[src/rtl/dg0045_fetch_pkg.sv]
`default_nettype none
// +--------------------------------------------------------------------+
// | dg0045_fetch_pkg : shared types/constants for the DG0045 ROM fetch  |
// | Revision : 1.0                                                     |
// +--------------------------------------------------------------------+
package dg0045_fetch_pkg;

    localparam int         c_half_w   = 5;
    localparam int         c_pc_w     = 10;
    localparam logic [7:0] c_nop_byte = 8'h00;

    typedef enum logic [1:0] {
        ST_IDLE   = 2'd0,
        ST_SET_HI = 2'd1,
        ST_SET_LO = 2'd2,
        ST_REQ    = 2'd3
    } fetch_state_t;

    // Counter must hold max(a,b)-1; never narrower than one bit.
    function automatic int cnt_width(input int a, input int b);
        int m;
        m = (a > b) ? a : b;
        return (m > 2) ? $clog2(m) : 1;
    endfunction

endpackage

`default_nettype wire

[src/rtl/dg0045_fetch_timer.sv]
`default_nettype none
// +--------------------------------------------------------------------+
// | dg0045_fetch_timer : loadable down-counter with zero flag           |
// | Revision : 1.0                                                     |
// +--------------------------------------------------------------------+
module dg0045_fetch_timer #(
    parameter int CNT_W = 4
) (
    input  logic             clk,
    input  logic             rst,
    input  logic             i_load,
    input  logic [CNT_W-1:0] i_load_val,
    input  logic             i_dec,
    output logic             o_zero
);

    logic [CNT_W-1:0] r_count;

    always_ff @(posedge clk or posedge rst) begin
        if (rst) begin
            r_count <= '0;
        end else if (i_load) begin
            r_count <= i_load_val;
        end else if (i_dec && (r_count != '0)) begin
            r_count <= r_count - 1'b1;
        end
    end

    assign o_zero = (r_count == '0);

endmodule

`default_nettype wire

[src/rtl/dg0045_rom_fetch_bridge.sv]
`default_nettype none
// +--------------------------------------------------------------------+
// | dg0045_rom_fetch_bridge : PC_HL capture + req/ack program fetch     |
// | Optional one-entry hit cache: DG0045_FETCH_HIT_CACHE_EN            |
// | Revision : 1.0                                                     |
// +--------------------------------------------------------------------+
module dg0045_rom_fetch_bridge
    import dg0045_fetch_pkg::*;
#(
    parameter int         SETTLE_CYCLES  = 2,
    parameter int         TIMEOUT_CYCLES = 16,
    parameter logic [7:0] NOP_BYTE       = c_nop_byte
) (
    input  logic        clk,
    input  logic        rst,
    input  logic        fetch_start,
    input  logic [4:0]  pc_hl,
    output logic        pc_mux,
    output logic [9:0]  rom_addr,
    output logic        rom_req,
    input  logic        rom_ack,
    input  logic [7:0]  rom_data,
    output logic [7:0]  instr,
    output logic        instr_valid,
    output logic        busy,
    output logic        fetch_err,
    output logic        overrun
);

    localparam int               c_cnt_w     = cnt_width(SETTLE_CYCLES, TIMEOUT_CYCLES);
    localparam logic [c_cnt_w-1:0] c_settle_ld  = c_cnt_w'(SETTLE_CYCLES - 1);
    localparam logic [c_cnt_w-1:0] c_timeout_ld = c_cnt_w'(TIMEOUT_CYCLES - 1);

    fetch_state_t        r_state;
    logic                r_pc_mux;
    logic [c_half_w-1:0] r_hi;
    logic [c_pc_w-1:0]   r_rom_addr;
    logic                r_rom_req;
    logic [7:0]          r_instr;
    logic                r_instr_valid;
    logic                r_busy;
    logic                r_fetch_err;
    logic                r_overrun;

    logic                w_load;
    logic [c_cnt_w-1:0]  w_load_val;
    logic                w_dec;
    logic                w_zero;
    logic                w_hit;
    logic [c_pc_w-1:0]   w_new_addr;

    assign w_new_addr = {r_hi, pc_hl};

    dg0045_fetch_timer #(
        .CNT_W (c_cnt_w)
    ) u_timer (
        .clk        (clk),
        .rst        (rst),
        .i_load     (w_load),
        .i_load_val (w_load_val),
        .i_dec      (w_dec),
        .o_zero     (w_zero)
    );

    // Timer is reloaded on every state entry, so it only counts down within a state.
    always_comb begin
        w_load     = 1'b0;
        w_load_val = '0;
        w_dec      = 1'b0;
        case (r_state)
            ST_IDLE: begin
                if (fetch_start) begin
                    w_load     = 1'b1;
                    w_load_val = c_settle_ld;
                end
            end
            ST_SET_HI: begin
                if (w_zero) begin
                    w_load     = 1'b1;
                    w_load_val = c_settle_ld;
                end else begin
                    w_dec = 1'b1;
                end
            end
            ST_SET_LO: begin
                if (w_zero) begin
                    w_load     = 1'b1;
                    w_load_val = c_timeout_ld;
                end else begin
                    w_dec = 1'b1;
                end
            end
            ST_REQ: begin
                w_dec = ~rom_ack;
            end
            default: begin
                w_load = 1'b0;
            end
        endcase
    end

`ifdef DG0045_FETCH_HIT_CACHE_EN
    logic [c_pc_w-1:0] r_tag;
    logic              r_tag_valid;

    always_ff @(posedge clk or posedge rst) begin
        if (rst) begin
            r_tag       <= '0;
            r_tag_valid <= 1'b0;
        end else if (r_state == ST_REQ) begin
            if (rom_ack) begin
                r_tag       <= r_rom_addr;
                r_tag_valid <= 1'b1;
            end else if (w_zero) begin
                r_tag_valid <= 1'b0;
            end
        end
    end

    assign w_hit = r_tag_valid && (r_tag == w_new_addr);
`else
    assign w_hit = 1'b0;
`endif

    always_ff @(posedge clk or posedge rst) begin
        if (rst) begin
            r_state       <= ST_IDLE;
            r_pc_mux      <= 1'b1;
            r_hi          <= '0;
            r_rom_addr    <= '0;
            r_rom_req     <= 1'b0;
            r_instr       <= NOP_BYTE;
            r_instr_valid <= 1'b0;
            r_busy        <= 1'b0;
            r_fetch_err   <= 1'b0;
            r_overrun     <= 1'b0;
        end else begin
            r_instr_valid <= 1'b0;
            // A strobe on the returning edge still sees REQ and is flagged.
            if (fetch_start && (r_state != ST_IDLE)) begin
                r_overrun <= 1'b1;
            end
            case (r_state)
                ST_IDLE: begin
                    r_pc_mux <= 1'b1;
                    if (fetch_start) begin
                        r_busy  <= 1'b1;
                        r_state <= ST_SET_HI;
                    end
                end
                ST_SET_HI: begin
                    if (w_zero) begin
                        r_hi     <= pc_hl;
                        r_pc_mux <= 1'b0;
                        r_state  <= ST_SET_LO;
                    end
                end
                ST_SET_LO: begin
                    if (w_zero) begin
                        r_rom_addr <= w_new_addr;
                        r_pc_mux   <= 1'b1;
                        if (w_hit) begin
                            r_instr_valid <= 1'b1;
                            r_busy        <= 1'b0;
                            r_state       <= ST_IDLE;
                        end else begin
                            r_rom_req <= 1'b1;
                            r_state   <= ST_REQ;
                        end
                    end
                end
                ST_REQ: begin
                    if (rom_ack) begin
                        r_instr       <= rom_data;
                        r_instr_valid <= 1'b1;
                        r_rom_req     <= 1'b0;
                        r_busy        <= 1'b0;
                        r_state       <= ST_IDLE;
                    end else if (w_zero) begin
                        r_instr       <= NOP_BYTE;
                        r_fetch_err   <= 1'b1;
                        r_instr_valid <= 1'b1;
                        r_rom_req     <= 1'b0;
                        r_busy        <= 1'b0;
                        r_state       <= ST_IDLE;
                    end
                end
                default: begin
                    r_state <= ST_IDLE;
                end
            endcase
        end
    end

    assign pc_mux      = r_pc_mux;
    assign rom_addr    = r_rom_addr;
    assign rom_req     = r_rom_req;
    assign instr       = r_instr;
    assign instr_valid = r_instr_valid;
    assign busy        = r_busy;
    assign fetch_err   = r_fetch_err;
    assign overrun     = r_overrun;

    a_req_busy : assert property (@(posedge clk) disable iff (rst) r_rom_req |-> r_busy);
    a_valid_idle : assert property (@(posedge clk) disable iff (rst) r_instr_valid |-> !r_busy);

endmodule

`default_nettype wire

[config.mk]
export PLATFORM = sky130hd
export DESIGN_NAME = dg0045_rom_fetch_bridge
export DESIGN_NICKNAME = d
export VERILOG_FILES = /design/src/rtl/dg0045_fetch_pkg.sv /design/src/rtl/dg0045_fetch_timer.sv /design/src/rtl/dg0045_rom_fetch_bridge.sv
export SDC_FILE = /design/constraint.sdc
export NUM_CORES = 1
export LEC_CHECK = 0
export BUFFER_PORTS_ARGS = -buffer_cell sky130_fd_sc_hd__buf_4
export CAP_MARGIN = 20
export CORE_ASPECT_RATIO = 1.4
export CORE_MARGIN = 5
export CORE_UTILIZATION = 51
export CTS_CLUSTER_DIAMETER = 80
export DETAILED_ROUTE_END_ITERATION = 8
export GPL_TIMING_DRIVEN = 0
export PLACE_DENSITY = 0.77
export SLEW_MARGIN = 15
export SYNTH_ARGS = -nofsm -noshare
export SYNTH_HDL_FRONTEND = slang
export SYNTH_HIERARCHICAL = 1
export SYNTH_SLANG_ARGS = --single-unit
[constraint.sdc]
create_clock -name clk -period 3 [get_ports clk]
set_clock_uncertainty 0.15 [all_clocks]
set_input_delay 0.9 -clock clk [delete_from_list [all_inputs] [get_ports clk]]
set_output_delay 0.9 -clock clk [all_outputs]
set_load 0.1 [all_outputs]
==> results of run 1 <==
-- how the worst min path moves through the flow --
stage / slack [ps] / endpoint / startpoint
global placement: 300 / overrun$_DFFE_PP0P_ / overrun$_DFFE_PP0P_
floorplan: 310 / r_hi[0]$_DFFE_PP0P_ / r_hi[0]$_DFFE_PP0P_
detailed placement: 310 / overrun$_DFFE_PP0P_ / overrun$_DFFE_PP0P_
global route: 350 / u_timer/r_count[1]$_DFFE_PP0P_ / rst
finish: 320 / overrun$_DFFE_PP0P_ / overrun$_DFFE_PP0P_
CTS: 330 / overrun$_DFFE_PP0P_ / overrun$_DFFE_PP0P_
-- synthesized netlist by cell type --
cell                         n  area [µm²]
sky130_fd_sc_hd__nand2_1     8        30.0
sky130_fd_sc_hd__clkbuf_1    1        3.75
sky130_fd_sc_hd__o21ai_2     1        8.76
sky130_fd_sc_hd__a22o_1      8        70.1
sky130_fd_sc_hd__o21bai_1    1        7.51
sky130_fd_sc_hd__or3b_4      1        11.3
sky130_fd_sc_hd__and2_1      1        6.26
sky130_fd_sc_hd__mux2_1     15         169
sky130_fd_sc_hd__o31a_1      1        8.76
sky130_fd_sc_hd__and4b_1     1        10.0
sky130_fd_sc_hd__nor2_1      3        11.3
sky130_fd_sc_hd__nor3b_1     1        7.51
sky130_fd_sc_hd__nor2_2      2        12.5
sky130_fd_sc_hd__ha_1        7        87.6
sky130_fd_sc_hd__nor4b_2     1        15.0
sky130_fd_sc_hd__nand2_2     1        6.26
sky130_fd_sc_hd__and3_4      1        11.3
sky130_fd_sc_hd__o21ai_1     2        10.0
sky130_fd_sc_hd__a21o_1      1        7.51
sky130_fd_sc_hd__a31o_1      1        8.76
sky130_fd_sc_hd__mux2_4      1        15.0
sky130_fd_sc_hd__a21oi_1     9        45.0
sky130_fd_sc_hd__nand2b_2    1        8.76
sky130_fd_sc_hd__a21oi_2     1        8.76
sky130_fd_sc_hd__o21ai_0     5        25.0
sky130_fd_sc_hd__nand2b_1    1        6.26
sky130_fd_sc_hd__dfrtp_1    34         851
sky130_fd_sc_hd__inv_1      10        37.5
sky130_fd_sc_hd__inv_2       2        7.51
sky130_fd_sc_hd__a221o_1     1        10.0
sky130_fd_sc_hd__buf_2       2        10.0
sky130_fd_sc_hd__nor3_1      1        5.00
sky130_fd_sc_hd__a2bb2oi_1   1        8.76
sky130_fd_sc_hd__o32a_2      1        11.3
sky130_fd_sc_hd__dfstp_2     1        26.3
-- logic make-up (layout without fill, tap and decap cells) --
logic type,Yosys count,count (layout)
AND/OR/NAND/NOR,23,23
AO/OA/AOI/OAI,33,33
multiplexers,16,16
buffers and inverters,15,64
flip-flops,35,35
adder cells (fa/ha/maj),7,7
-- metal layers --
| layer | up-vias | wire length [µm] | global-route usage (%) |
|---|---|---|---|
| met3 | 6 | 220 | 6.27 |
| li1 | 546 | - | - |
| met5 | - | 0 | 0 |
| met2 | 31 | 1760 | 30.2 |
| met4 | 0 | 48 | 7.47 |
| met1 | 560 | 1260 | 18.0 |
-- layout make-up --
class	instances	area (µm²)
plain buffers	3	13.8
fillers	249	1020
inverters	12	45.0
multi-input cells	79	643
clock buffers	8	100
well taps	39	48.8
flip-flops and latches	35	877
repair buffers	41	315
-- flip-flops by register name, summed over array words and instances (netlist names), 2 cells and up --
| register | count |
|---|---|
| rom_addr | 10 |
| instr | 8 |
| r_hi | 5 |
| u_timer/r_count | 4 |
| r_state | 2 |
-- stage by stage --
stage	cells	setup WS [ps]	instance area (µm²)	util [%]
floorplan	129	631	1580	-
global placement	208	476	1930	62.9
detailed placement	209	329	1940	63.4
CTS	217	303	2040	66.7
global route	217	107	2040	66.7
finish	217	302	2040	66.7
-- worst register-to-register path, delay by kind of cell (launching register included) --
| kind | cells | cell delay (ps) |
|---|---|---|
| AO/OA/AOI/OAI | 2 | 690 |
| adder cells (fa/ha/maj) | 1 | 230 |
| buffers and inverters | 4 | 380 |
| flip-flops | 1 | 360 |
| AND/OR/NAND/NOR | 4 | 770 |
-- cell usage in the layout, fill, tap and decap left out --
| master | instances |
|---|---|
| sky130_fd_sc_hd__nand2b_1 | 1 |
| sky130_fd_sc_hd__a31o_1 | 1 |
| sky130_fd_sc_hd__a221o_1 | 1 |
| sky130_fd_sc_hd__a21o_1 | 1 |
| sky130_fd_sc_hd__nand2_1 | 8 |
| sky130_fd_sc_hd__nor2_2 | 2 |
| sky130_fd_sc_hd__o21ai_1 | 2 |
| sky130_fd_sc_hd__nand2b_2 | 1 |
| sky130_fd_sc_hd__ha_1 | 7 |
| sky130_fd_sc_hd__a22o_1 | 8 |
| sky130_fd_sc_hd__buf_8 | 1 |
| sky130_fd_sc_hd__a21oi_1 | 9 |
| sky130_fd_sc_hd__nor3_1 | 1 |
| sky130_fd_sc_hd__dfrtp_1 | 34 |
| sky130_fd_sc_hd__dfstp_2 | 1 |
| sky130_fd_sc_hd__mux2_4 | 1 |
| sky130_fd_sc_hd__and2_1 | 1 |
| sky130_fd_sc_hd__and3_4 | 1 |
| sky130_fd_sc_hd__a2bb2oi_1 | 1 |
| sky130_fd_sc_hd__o21bai_1 | 1 |
| sky130_fd_sc_hd__inv_1 | 10 |
| sky130_fd_sc_hd__clkbuf_8 | 7 |
| sky130_fd_sc_hd__inv_2 | 2 |
| sky130_fd_sc_hd__mux2_1 | 15 |
| sky130_fd_sc_hd__nand2_2 | 1 |
| sky130_fd_sc_hd__a21oi_2 | 1 |
| sky130_fd_sc_hd__or3b_4 | 1 |
| sky130_fd_sc_hd__o31a_1 | 1 |
| sky130_fd_sc_hd__nor2_1 | 3 |
| sky130_fd_sc_hd__o21ai_0 | 5 |
| sky130_fd_sc_hd__nor3b_1 | 1 |
| sky130_fd_sc_hd__o32a_2 | 1 |
| sky130_fd_sc_hd__and4b_1 | 1 |
| sky130_fd_sc_hd__clkbuf_1 | 2 |
| sky130_fd_sc_hd__buf_4 | 40 |
| sky130_fd_sc_hd__buf_2 | 2 |
| sky130_fd_sc_hd__o21ai_2 | 1 |
| sky130_fd_sc_hd__nor4b_2 | 1 |
==> summary by stage, run 1 <==
Flow run
Max-cap violations in this run came to 0.

Yosys
The synthesized netlist devotes 14.6% of its cell area to compound gates. The fraction of synthesized cell area in xor and xnor cells is 0%. The flip-flop and latch count after synthesis is 35.

The area fraction in and, or, nand and nor cells after synthesis is 8.95%. After synthesis the cells add up to 1580 µm². After Yosys synthesis, full adders, half adders and majority gates account for 5.55% of the synthesized area. The number of nets in the synthesized netlist is 153. The number of instances in the synthesized netlist is 129. The share of synthesized area occupied by flip-flops and latches is 55.5%. By area, the combinational part of the netlist is dominated by compound AO/OA/AOI/OAI gates. The number of warnings issued by yosys is 6. The number of different library cells in the post-synthesis netlist is 35. A synthesized cell averages 12.2 µm². Multiplexer cells account for 11.6% of the synthesized area.

Die
The overall die height is 75.8 µm. After floorplanning, the core was divided into 24 placement rows. In this run the horizontal extent of the chip is 57.0 µm. The initial core utilization is 51.6%. The area of the placeable core is 3060 µm². The I/O pin count is 41. The overall die area is 4320 µm².

STA
Measured against its own limit, the worst slew margin works out to 55.7%. For the pin with the worst max-slew slack, the measured transition is 664 ps. The total count of hold-check failures in the final report is 0. Based on the critical path, the design can be clocked at up to 371 MHz. Setup repair after global routing left no endpoint under its margin. The number of slew-limit violations in the final report came to 0. The final critical path takes up 89.9% of the cycle. On the final layout, the worst hold slack is 321 ps. The smallest clock period supported by the final layout is computed as 2700 ps. The sum of negative setup slack is 0 ps. Setup violations remaining at the end of the flow were counted as 0.

Critical path
The largest individual stage delay along the critical path comes from the cell sky130_fd_sc_hd__a21oi_1. The depth of the worst register-to-register path is 11. The maximum fanout along the worst path is 8. The startpoint identified for the worst register-to-register timing path is u_timer/r_count[0]$_DFFE_PP0P_. By instance count, the cell type seen most on the critical path is sky130_fd_sc_hd__inv_1. The worst endpoint data arrival time is 2720 ps. The type of origin of the critical path is a register.

The endpoint of the lowest-slack register-to-register path is u_timer/r_count[3]$_DFFE_PP0P_. Walking the worst path, the cells encountered are inv_1 > ha_1 > or3b_4 > inv_1 > buf_2 > inv_2 > nand2_1 > a21oi_1 > nor4b_2 > nor3b_1 > a221o_1. The setup slack on the worst flop-to-flop path is 300 ps.

The critical path launch point is u_timer/r_count[0]$_DFFE_PP0P_. The critical path depth in cells is 11. Together, buffers and inverters on the worst path number 4. The worst setup path is captured at a register. The gate family responsible for the most delay along the worst path is simple AND/OR/NAND/NOR gates.

The worst setup path is of the register to register kind. The end point of the critical path is u_timer/r_count[3]$_DFFE_PP0P_. On the worst path, the slowest cell contributes a delay of 410 ps. The data required time of the worst path is 3020 ps.

Routing
The remaining antenna violation count is 0. The wire length reported by the detailed router is 3.28 mm. The via count of the routed design is 1143. The first-iteration detailed-routing DRC count is 24.

The ratio of routed vias to standard cells is 5.27. Dividing the detail-routed wire length by the instance count gives 15.1 µm. The DRC violation count after routing is 0. The detailed-router iteration count before antenna repair is 4.

Finish
The area added between synthesis and finish is 29.4%. Of the cells placed in the final design, the portion with a size suffix greater than 1 is 36.0%. The final antenna diode count is 0. The post-layout net count is 201.

Clock network
Post-CTS timing repair inserted 0 buffers for setup. In this run, CTS created clock tree buffers numbering 5. The number of gates given a new drive strength after cts is 0. The clock tree root driver cell is sky130_fd_sc_hd__clkbuf_8. Counting every sink on the clock net gives 35. The clock slew seen by the registers of the worst setup and hold paths is 70 ps. The H-tree depth is 2. Clock latency on the worst-skew pair, taken at its later pin, is 290 ps. In this run, post-CTS hold repair placed 0 buffers. TritonCTS built the clock tree.

The longest clock path from root to sink contains 2 buffers.

Global route
The number of antenna violations at the first check in global routing is 0. The remaining global-route overflow is 0. The via count of the first global-routing pass is 1214. Global routing consumed, over all layers together, 17.0% of the routing resources. The first global-routing pass estimated 5.47 mm of wire.

Entering global routing, the biggest net connects 17 pins.

Worst hold path
The worst min-delay path category is register to register. Along the worst hold path, the cell count comes to 1.

Place
Routability-driven placement finished with a final weighted congestion of 0.776. The HPWL after detailed placement is 2.56 mm. During placement, the flow inserted port buffers numbering 40.

Status
The flow ran to the end, and the final reports show no timing, DRC or antenna violations.
Power of run 1 is left out: the tool's default activity adds up to more than one toggle a clock period on the data nets, which glitch-free logic cannot reach.
==> run 2, diff against run 1 <==
--- a/config.mk
+++ b/config.mk
@@ -5,15 +5,16 @@
 export SDC_FILE = /design/constraint.sdc
 export NUM_CORES = 1
 export LEC_CHECK = 0
+export ABC_AREA = 1
 export BUFFER_PORTS_ARGS = -buffer_cell sky130_fd_sc_hd__buf_4
 export CAP_MARGIN = 20
 export CORE_ASPECT_RATIO = 1.4
 export CORE_MARGIN = 5
-export CORE_UTILIZATION = 51
+export CORE_UTILIZATION = 53
 export CTS_CLUSTER_DIAMETER = 80
 export DETAILED_ROUTE_END_ITERATION = 8
 export GPL_TIMING_DRIVEN = 0
-export PLACE_DENSITY = 0.77
+export PLACE_DENSITY = 0.79
 export SLEW_MARGIN = 15
 export SYNTH_ARGS = -nofsm -noshare
 export SYNTH_HDL_FRONTEND = slang
==> run 2 against run 1 <==
Critical path depth unchanged. Die area is 4.6% higher. Via count up 22%. Critical endpoint unchanged. Highest routed layer unchanged.
==> summary by stage, run 2 <==
Finish
In the layout the commonest cells are sky130_fd_sc_hd__nand2_1 (76), sky130_fd_sc_hd__buf_4 (39), sky130_fd_sc_hd__dfrtp_1 (34), sky130_fd_sc_hd__inv_1 (22), sky130_fd_sc_hd__nand3_1 (12). The library cell used most frequently in the layout, excluding fill and tap cells, is sky130_fd_sc_hd__nand2_1. The flip-flop count of the largest register after layout came to 10 (unchanged). The share of cells above drive strength 1 came to 30.6% (-5.3 points). The post-layout net count is 271 (+35%). The area added between synthesis and finish is 25.5%. The final antenna diode count was 0 (unchanged).

Die
The overall die area was 4520 µm² (+4.6%). The I/O pin count is 41 (unchanged). The overall die height is 77.6 µm (+2.3%). The site row count came to 24 (unchanged). The area of the placeable core was 3120 µm² (+2.0%).

The initial core utilization came to 55.4% (+3.8 points). The floorplan die width is 58.3 µm (+2.2%).

Yosys
The cell type with the largest total area after synthesis is sky130_fd_sc_hd__dfrtp_1. The most frequently used cell type in the post-synthesis netlist is sky130_fd_sc_hd__nand2_1. The number of nets in the synthesized netlist came to 225 (+47%). The flip-flop and latch count after synthesis is 35 (unchanged). The share of synthesized area occupied by flip-flops and latches is 50.7% (-4.8 points).

The number of warnings issued by yosys is 6 (unchanged). The share of the synthesized area in the top cell type came to 49.2% (-4.7 points). The most used flip-flop cell after synthesis is sky130_fd_sc_hd__dfrtp_1. The number of flops mapped to enable cells by yosys is 0 (unchanged). The number of instances in the synthesized netlist is 201 (+56%). By area the synthesized netlist is led by sky130_fd_sc_hd__dfrtp_1 (49%), sky130_fd_sc_hd__nand2_1 (16%), sky130_fd_sc_hd__o21ai_2 (5.6%). The cell area after technology mapping came to 1730 µm² (+9.5%). Ranked by instance count, the synthesized netlist is headed by sky130_fd_sc_hd__nand2_1 (76), sky130_fd_sc_hd__dfrtp_1 (34), sky130_fd_sc_hd__inv_1 (23). The share of async-settable or async-resettable flops after synthesis came to 100% (unchanged). The number of different library cells in the post-synthesis netlist was 25 (-29%). The synthesized area per cell is 8.60 µm² (-30%).

Critical path
The type of the worst setup path is register to register. The worst setup path is launched from a register. The data required time of the worst path came to 3040 ps (+20 ps). The critical path endpoint category is a register.

The worst endpoint data arrival time is 2340 ps (-380 ps). The maximum fanout along the worst path was 8 (unchanged).

Clock network
The CTS buffer count is 5 (unchanged). The cell sitting at the root of the clock tree is a sky130_fd_sc_hd__clkbuf_8. The hold buffer count at cts came to 0 (unchanged). The clock slew seen by the registers of the worst setup and hold paths was 70 ps (about the same). TritonCTS built the clock tree. The clock sink count is 35 (unchanged).

The insertion delay of the later-clocked pin in the worst-skew pair is 290 ps (about the same). The number of gates given a new drive strength after cts is 0 (unchanged). The H-tree depth came to 2 (unchanged). The number of buffers between clock root and the deepest sink was 2 (unchanged). The post-CTS setup buffer count is 0 (unchanged).

Global route
The via count of the first global-routing pass came to 1484 (+22%). The global-route wire length before repair came to 6.53 mm (+19%). The number of antenna violations at the first check in global routing is 0 (unchanged). The largest net degree at the start of global routing is 32 (+15). The remaining global-route overflow came to 0 (unchanged). The overall track demand over capacity in global routing is 19.0% (+2.0 points).

STA
The portion of the clock cycle consumed by the worst path in the final layout is 76.8% (-13 points). The minimum clock period after layout came to 2300 ps (-395 ps). The total count of hold-check failures in the final report is 0 (unchanged). The sum of negative setup slack is 0 ps (unchanged).

The final count of negative-setup-slack endpoints came to 0 (unchanged). The worst-margin pin slew is 623 ps (-41.0 ps). The number of slew-limit violations in the final report is 0 (unchanged). The worst relative slew slack was 58.4% (+2.7 points). The top achievable clock speed is 434 MHz (+17%).

Setup repair after global routing left no endpoint under its margin.

Place
The placer's final routability congestion estimate is 0.783 (+0.90%). The HPWL after detailed placement is 2.53 mm (-0.80%). The count of port buffers added during placement is 39 (-2.5%).

Routing
The ratio of routed vias to standard cells is 4.86 (-7.8%). The first-iteration detailed-routing DRC count was 38 (+58%). The detailed-router iteration count before antenna repair came to 4 (unchanged). The wire length reported by the detailed router came to 3.47 mm (+5.8%).

The detail-routed net length per standard cell is 12.1 µm (-20%). The remaining antenna violation count is 0 (unchanged). The via count of the routed design is 1394 (+22%). The DRC violation count after routing came to 0 (unchanged).

Worst hold path
The worst min-delay path category is register to register.

Status
The flow ran to the end, and the final reports show no timing, DRC or antenna violations.

Flow run
The max-capacitance violation count came to 0 (unchanged).
run 2: cell types whose count changed after synthesis, sizes merged, moves of 2 or more:
| cell | change |
|---|---|
| a21oi | -7 |
| a22o | -8 |
| inv | +15 |
| mux2 | -16 |
| nand2 | +72 |
| nand2b | -2 |
| nand3 | +13 |
| nand3b | +2 |
| nand4 | +2 |
| nor2 | +2 |
| o21ai | +7 |
| o21bai | +2 |
run 2: metrics by stage:
step                util, %  setup slack [ps]  std cells  hold slack (ps)  instance area [µm²]
global placement       66.3               742        279              304                 2070
floorplan                 -               874        201              292                 1730
finish                 69.5               696        287              318                 2170
detailed placement     66.3               723        279              310                 2070
CTS                    69.5               695        287              325                 2170
global route           69.5               434        287              344                 2170
run 2: cell families after synthesis:
family / after synthesis / synth area share, %
flops: 35 / 50.7
simple gates: 106 / 27.4
compound gates: 21 / 8.90
buf+inv: 32 / 7.89
fa+ha+maj: 7 / 5.06
run 2: worst paths after layout:
| path | slack [ps] | endpoint | startpoint | cells after the start |
|---|---|---|---|---|
| worst min-delay path | 320 | rom_addr[6]$_DFFE_PP0P_ | r_hi[1]$_DFFE_PP0P_ | 2 |
| max in group asynchronous | 1740 | instr[3]$_DFFE_PP0P_ | rst | 2 |
| worst max register to register | 700 | u_timer/r_count[3]$_DFFE_PP0P_ | u_timer/r_count[0]$_DFFE_PP0P_ | 11 |
| worst min register to register | 320 | rom_addr[6]$_DFFE_PP0P_ | r_hi[1]$_DFFE_PP0P_ | 2 |
| min in group asynchronous | 340 | u_timer/r_count[3]$_DFFE_PP0P_ | rst | 2 |
| worst max-delay path | 700 | u_timer/r_count[3]$_DFFE_PP0P_ | u_timer/r_count[0]$_DFFE_PP0P_ | 11 |
run 2: layer usage:
layer	wire, µm	GRT usage, %	share of wire, %
met5	0	0	0
met2	1830	31.9	53
met3	182	6.31	5.2
met1	1360	20.9	39
met4	97	9.74	2.8
run 2: area by class of cell:
type,instances,area (µm²)
Sequential cell,35,877
Inverter,28,105
Fill cell,284,952
Multi-Input combinational cell,134,716
Tap cell,39,48.8
Timing Repair Buffer,39,293
Buffer,4,31.3
Clock buffer,8,100
run 2: worst max-delay path, stage by stage (launching register included):
cell and delay, ps:
sky130_fd_sc_hd__dfrtp_1 400, sky130_fd_sc_hd__inv_1 100, sky130_fd_sc_hd__ha_1 220, sky130_fd_sc_hd__nand2_2 90, sky130_fd_sc_hd__inv_1 240, sky130_fd_sc_hd__nand2_1 90
sky130_fd_sc_hd__a21oi_1 510, sky130_fd_sc_hd__inv_2 150, sky130_fd_sc_hd__nand3b_1 130, sky130_fd_sc_hd__nand2_1 50, sky130_fd_sc_hd__clkinv_1 40, sky130_fd_sc_hd__nand2_1 40
Power of run 2 is left out for the same reason.
